File: config.mk
export PLATFORM = sky130hd
export DESIGN_NAME = ej32_dstack
export DESIGN_NICKNAME = d
export VERILOG_FILES = /design/src/rtl/ej32_dstack.sv
export SDC_FILE = /design/constraint.sdc
export NUM_CORES = 2
export LEC_CHECK = 0
export CORE_ASPECT_RATIO = 0.5
export CORE_MARGIN = 2
export CORE_UTILIZATION = 60
export DETAILED_ROUTE_END_ITERATION = 8
export GPL_TIMING_DRIVEN = 1
export PLACE_DENSITY = 0.74
export SETUP_SLACK_MARGIN = 0.05
export SLEW_MARGIN = 20
export SYNTH_ARGS = -nofsm -noshare
export SYNTH_HDL_FRONTEND = slang
export SYNTH_SLANG_ARGS = --single-unit
File: constraint.sdc
create_clock -name clk -period 11.05 [get_ports clk]
set_input_delay 2.21 -clock clk [delete_from_list [all_inputs] [get_ports clk]]
set_output_delay 2.21 -clock clk [all_outputs]
set_load 0.01 [all_outputs]
File: src/rtl/ej32_dstack.sv
// eJ32 data stack: TOS register plus an SS_DEPTH-entry NOS array.
// Executes one stack opcode per enabled cycle and tracks depth and sticky errors.
module ej32_dstack #(
  parameter  int DSZ      = 32,
  parameter  int SS_DEPTH = 32,
  localparam int ASZ      = $clog2(SS_DEPTH)
) (
  input  logic           clk,
  input  logic           rst,
  input  logic           en,
  input  logic [2:0]     op,
  input  logic           t_we,
  input  logic [DSZ-1:0] t_in,
  input  logic [ASZ-1:0] pick_n,
  input  logic           err_clr,
  output logic [DSZ-1:0] t_o,
  output logic [DSZ-1:0] s_o,
  output logic [ASZ:0]   depth_o,
  output logic           empty_o,
  output logic           full_o,
  output logic           ovf_o,
  output logic           unf_o
);

  localparam logic [2:0] S_NOP  = 3'd0;
  localparam logic [2:0] S_PUSH = 3'd1;
  localparam logic [2:0] S_POP  = 3'd2;
  localparam logic [2:0] S_MOVE = 3'd3;
  localparam logic [2:0] S_POP2 = 3'd4;
  localparam logic [2:0] S_PICK = 3'd5;
  localparam logic [2:0] S_CLR  = 3'd6;

  localparam logic [ASZ:0] DEPTH_MAX = (ASZ+1)'(SS_DEPTH);

  logic [DSZ-1:0] ss_q [SS_DEPTH];
  logic [DSZ-1:0] t_q, t_d;
  logic [ASZ-1:0] sp_q, sp_d;
  logic [ASZ:0]   depth_q, depth_d;
  logic           ovf_q, ovf_d, unf_q, unf_d;
  logic           ovf_set, unf_set;
  logic           wr_en;
  logic [ASZ-1:0] wr_addr;
  logic [ASZ-1:0] rd_addr;
  logic [DSZ-1:0] rd_data;
  logic           is_empty, is_full;

  assign is_empty = (depth_q == '0);
  assign is_full  = (depth_q == DEPTH_MAX);

  // Second read port serves both sPOP2 (ss[sp-1]) and sPICK (ss[sp-n]).
  assign rd_addr = (op == S_POP2) ? (sp_q - ASZ'(1)) : (sp_q - pick_n);
  assign rd_data = ss_q[rd_addr];

  always_comb begin
    t_d     = t_q;
    sp_d    = sp_q;
    depth_d = depth_q;
    ovf_set = 1'b0;
    unf_set = 1'b0;
    wr_en   = 1'b0;
    wr_addr = sp_q;
    if (en) begin
      case (op)
        S_PUSH: begin
          wr_en   = 1'b1;
          wr_addr = sp_q + ASZ'(1);
          sp_d    = sp_q + ASZ'(1);
          if (t_we) t_d = t_in;
          if (is_full) ovf_set = 1'b1;
          else         depth_d = depth_q + (ASZ+1)'(1);
        end
        S_POP: begin
          t_d  = t_we ? t_in : s_o;
          sp_d = sp_q - ASZ'(1);
          if (is_empty) unf_set = 1'b1;
          else          depth_d = depth_q - (ASZ+1)'(1);
        end
        S_POP2: begin
          t_d  = t_we ? t_in : rd_data;
          sp_d = sp_q - ASZ'(2);
          if (depth_q < (ASZ+1)'(2)) begin
            unf_set = 1'b1;
            depth_d = '0;
          end else begin
            depth_d = depth_q - (ASZ+1)'(2);
          end
        end
        S_MOVE: begin
          wr_en   = 1'b1;
          wr_addr = sp_q;
          t_d     = t_we ? t_in : s_o;
          if (is_empty) unf_set = 1'b1;
        end
        S_PICK: begin
          t_d = rd_data;
          if ({1'b0, pick_n} >= depth_q) unf_set = 1'b1;
        end
        S_CLR: begin
          sp_d    = '0;
          depth_d = '0;
        end
        default: begin
          if (t_we) t_d = t_in;
        end
      endcase
    end
    // A fresh error in the same cycle as err_clr leaves the flag set.
    ovf_d = (ovf_q & ~err_clr) | ovf_set;
    unf_d = (unf_q & ~err_clr) | unf_set;
  end

  always_ff @(posedge clk or posedge rst) begin
    if (rst) begin
      t_q     <= '0;
      sp_q    <= '0;
      depth_q <= '0;
      ovf_q   <= 1'b0;
      unf_q   <= 1'b0;
    end else begin
      t_q     <= t_d;
      sp_q    <= sp_d;
      depth_q <= depth_d;
      ovf_q   <= ovf_d;
      unf_q   <= unf_d;
    end
  end

  // Single write port; the array itself is never reset.
  always_ff @(posedge clk) begin
    if (wr_en && !rst) ss_q[wr_addr] <= t_q;
  end

  assign t_o     = t_q;
  assign s_o     = ss_q[sp_q];
  assign depth_o = depth_q;
  assign empty_o = is_empty;
  assign full_o  = is_full;
  assign ovf_o   = ovf_q;
  assign unf_o   = unf_q;

endmodule

==> results by group <==
GRT
  • First-pass GRT wire length: 239,000 µm
  • Initial antenna violation count: 3
  • GRT Overall Usage: 37.6%
  • Grt total ovfl: 0
  • Largest net degree at the start of global routing: 139
  • Vias in the first global route: 36,450

Floorplanning
  • Die area: 0.0884 mm²
  • Die Wd: 418 µm
  • Starting Density: 61.0%
  • Site row count: 75
  • Num ports: 119
  • Area of the core: 0.0845 mm²
  • Die Y: 211 µm

Final layout
  • Footprint of the multi-input gates: 0.0183 mm²
  • Reg area: 0.0319 mm²
  • Area growth, synth to finish: 9.96%
  • Fin area: 0.0566 mm²
  • Most common cell after layout, fill and taps aside: nand2_1
  • Fill count: 5,853
  • Most frequent cells in the layout: nand2_1 (1,042), edfxtp_1 (1,024), nand3_1 (388), mux4_2 (238), mux2i_1 (153)
  • Final #Nets: 4,027
  • Post-Route Utilization: 67.1%
  • Share of cells above drive strength 1: 13.8%

Drt
  • DR WL/cell: 32.2 µm
  • Antenna Nets Post-Route: 0
  • Remaining DRCs: 0
  • Starting DRT DRC Count: 7,012
  • Detailed Route WL: 166,000 µm
  • DR pass1 iterations: 7
  • Via density: 7.36
  • Overall via count from detail_route: 37,954

Logic synthesis
  • Synth unique cells: 66
  • Post-synthesis sequential area ratio: 61.9%
  • Top cell type's share of synthesized area: 59.7%
  • Async set-reset flop share out of synthesis: 4.21%
  • Mean Syn Cell Area: 13.0 µm²
  • Most used DFF post-synth: edfxtp_1
  • Yosys Warn Count: 0
  • Area leader, netlist: edfxtp_1
  • Register bit total from synthesis: 1,069
  • EDFF count, synth: 1,024
  • Post-Syn Nets: 4,027
  • Post-synthesis cell area: 0.0515 mm²
  • Cells after synthesis: 3,959
  • Synth top area cells: edfxtp_1 (60%), mux4_2 (10%), nand2_1 (7.6%), nand3_1 (3.8%), mux2i_1 (3.0%)

Power
  • Power after layout: 13,300 µW
  • PD cells: 235 mW/mm²
  • Max rail drop VDD: 0.252 mV
  • Leak Pwr: 0.0187 µW

Setup path
  • Crit-path slowest cell: dfrtp_4
  • Buf/Inv on CP: 3
  • Crit end category: output port
  • Worst path max stage delay: 0.79 ns
  • Crit-path leading delay family: buffers and inverters
  • Startpoint Class: flip-flop
  • Crit. Startpoint: sp_q[2]
  • CP required: 8.84 ns
  • CP Class: flip-flop to output port
  • Crit Reg-Reg Startpoint: sp_q[0]
  • Crit Path Max Fanout: 26
  • Worst endpoint data arrival time: 4.92 ns
  • CP cell instances: inv_2, nor2_4, buf_4, a221oi_1, a21oi_1, clkdlybuf4s50_1

Worst hold path
  • Min-delay src: unf_o
  • Tightest Hold Check Type: flip-flop to flip-flop

CTS
  • Number of H-tree levels: 3
  • Cts hold-fix bufs: 0
  • CTS buffer count: 92
  • Worst-Skew Late Latency: 0.72 ns
  • CTS Buffer Depth: 3
  • Post-CTS Resized: 0
  • Worst-path clk slew: 0.07 ns
  • Setup Fix Bufs, Post-CTS: 0
  • CTS tree: done
  • CTS Sinks: 1,069
  • Root Buffer Master: clkbuf_16

Timing
  • Final Hold Vio Count: 0
  • Final Hold Slack: 0.514 ns
  • Clk_skew: 0.0397 ns
  • F_max: 140 MHz
  • Setup TNS Final: 0 ns
  • Setup violators final: 0
  • RSZ-0062 raised after global routing: no
  • Max-slew headroom: 21.8%
  • Tmin final: 7.13 ns
  • Period utilization: 64.5%
  • Slew @ Worst Pin: 1.17 ns
  • Fin. max-slew vios: 0

Place
  • HPWL Detailed: 89,800 µm
  • Placement Cell Area: 0.0537 mm²
  • GP Congestion: 0.900
  • Port Buf Inserts: 118

Status
  • Outcome: finished, final reports clean

Job
  • # Max-Cap Violations: 0
[cells in the mapped netlist, types with 29 or more instances]
| cell type | number |
|---|---|
| o221ai_1 | 43 |
| nand2_1 | 1045 |
| a31oi_1 | 105 |
| mux2i_1 | 155 |
| dfrtp_1 | 45 |
| mux4_2 | 238 |
| nand4_1 | 29 |
| o21ai_0 | 63 |
| buf_2 | 103 |
| a32oi_1 | 73 |
| nor2_1 | 110 |
| edfxtp_1 | 1024 |
| buf_4 | 35 |
| clkbuf_1 | 123 |
| nand3_1 | 390 |
| a21oi_1 | 58 |
| a221oi_1 | 55 |
[per-stage QoR]
stage / setup WS, ns / cells
floorplan: 5.88 / 3959
global placement: 4.24 / 4980
detailed placement: 4.05 / 4981
CTS: 4.09 / 5153
global route: 3.92 / 5153
finish: 3.92 / 5155
[worst reg2reg max path, stage by stage (launching register included)]
cell and delay, ns:
dfrtp_4 1.13, inv_1 0.37, ha_1 0.32, fa_1 0.42
xnor2_1 0.21, mux2i_4 0.20, buf_4 0.72, buf_4 1.03
nand2_1 0.21, a32oi_1 0.27, a31oi_1 0.12, a31oi_1 0.19
nor2_1 0.08, o41ai_2 0.35
[cell families after synthesis]
family                     Yosys count  share of synthesized area (%)
DFF                               1069                           61.9
buffers and inverters              335                           3.25
muxes                              401                           13.6
AOI/OAI and AO/OA                  496                           7.27
adders and majority gates           23                          0.588
and+or+nand+nor                   1622                           13.2
xor gates and xnor gates            13                          0.221
[power by group]
group          switching, µW  internal [µW]
combinational           3410           1630
sequential               273           4770
clock                   1490           1730
total                   5170           8140
[worst paths after layout]
check | end | slack, ns | cells after the start
max | s_o[16] | 3.92 | 6
min | unf_o | 0.51 | 1
max reg2reg | t_o[26] | 5.34 | 13
min reg2reg | unf_o | 0.51 | 1
max in group asynchronous | t_o[13] | 7.89 | 3
min in group asynchronous | unf_o | 1.96 | 2
[flip-flops by register name (all words and copies together), names as in the netlist]
| name | cells |
|---|---|
| ss_q | 1024 |
| t_o | 32 |
| depth_o | 6 |
| sp_q | 5 |
| ovf_o | 1 |
| unf_o | 1 |
[area by class of cell]
class	instances	share of cell area (%)
sequential	1069	56.3
multi-input combinational	2555	32.4
clock buffer	132	4.65
timing repair buffer	215	3.52
tap	1116	2.47
clock inverter	40	0.521
inverter	26	0.172
antenna	2	0.00884
[layer usage]
layer	vias to the layer above	global-route usage, %	share of wire (%)
met5	-	0	0.0078
met4	2	19.2	5.5
met3	651	12.1	17
met2	3502	54.5	43
met1	18603	51.4	35
li1	15196	-	-
(Power assumes the default switching activity.)
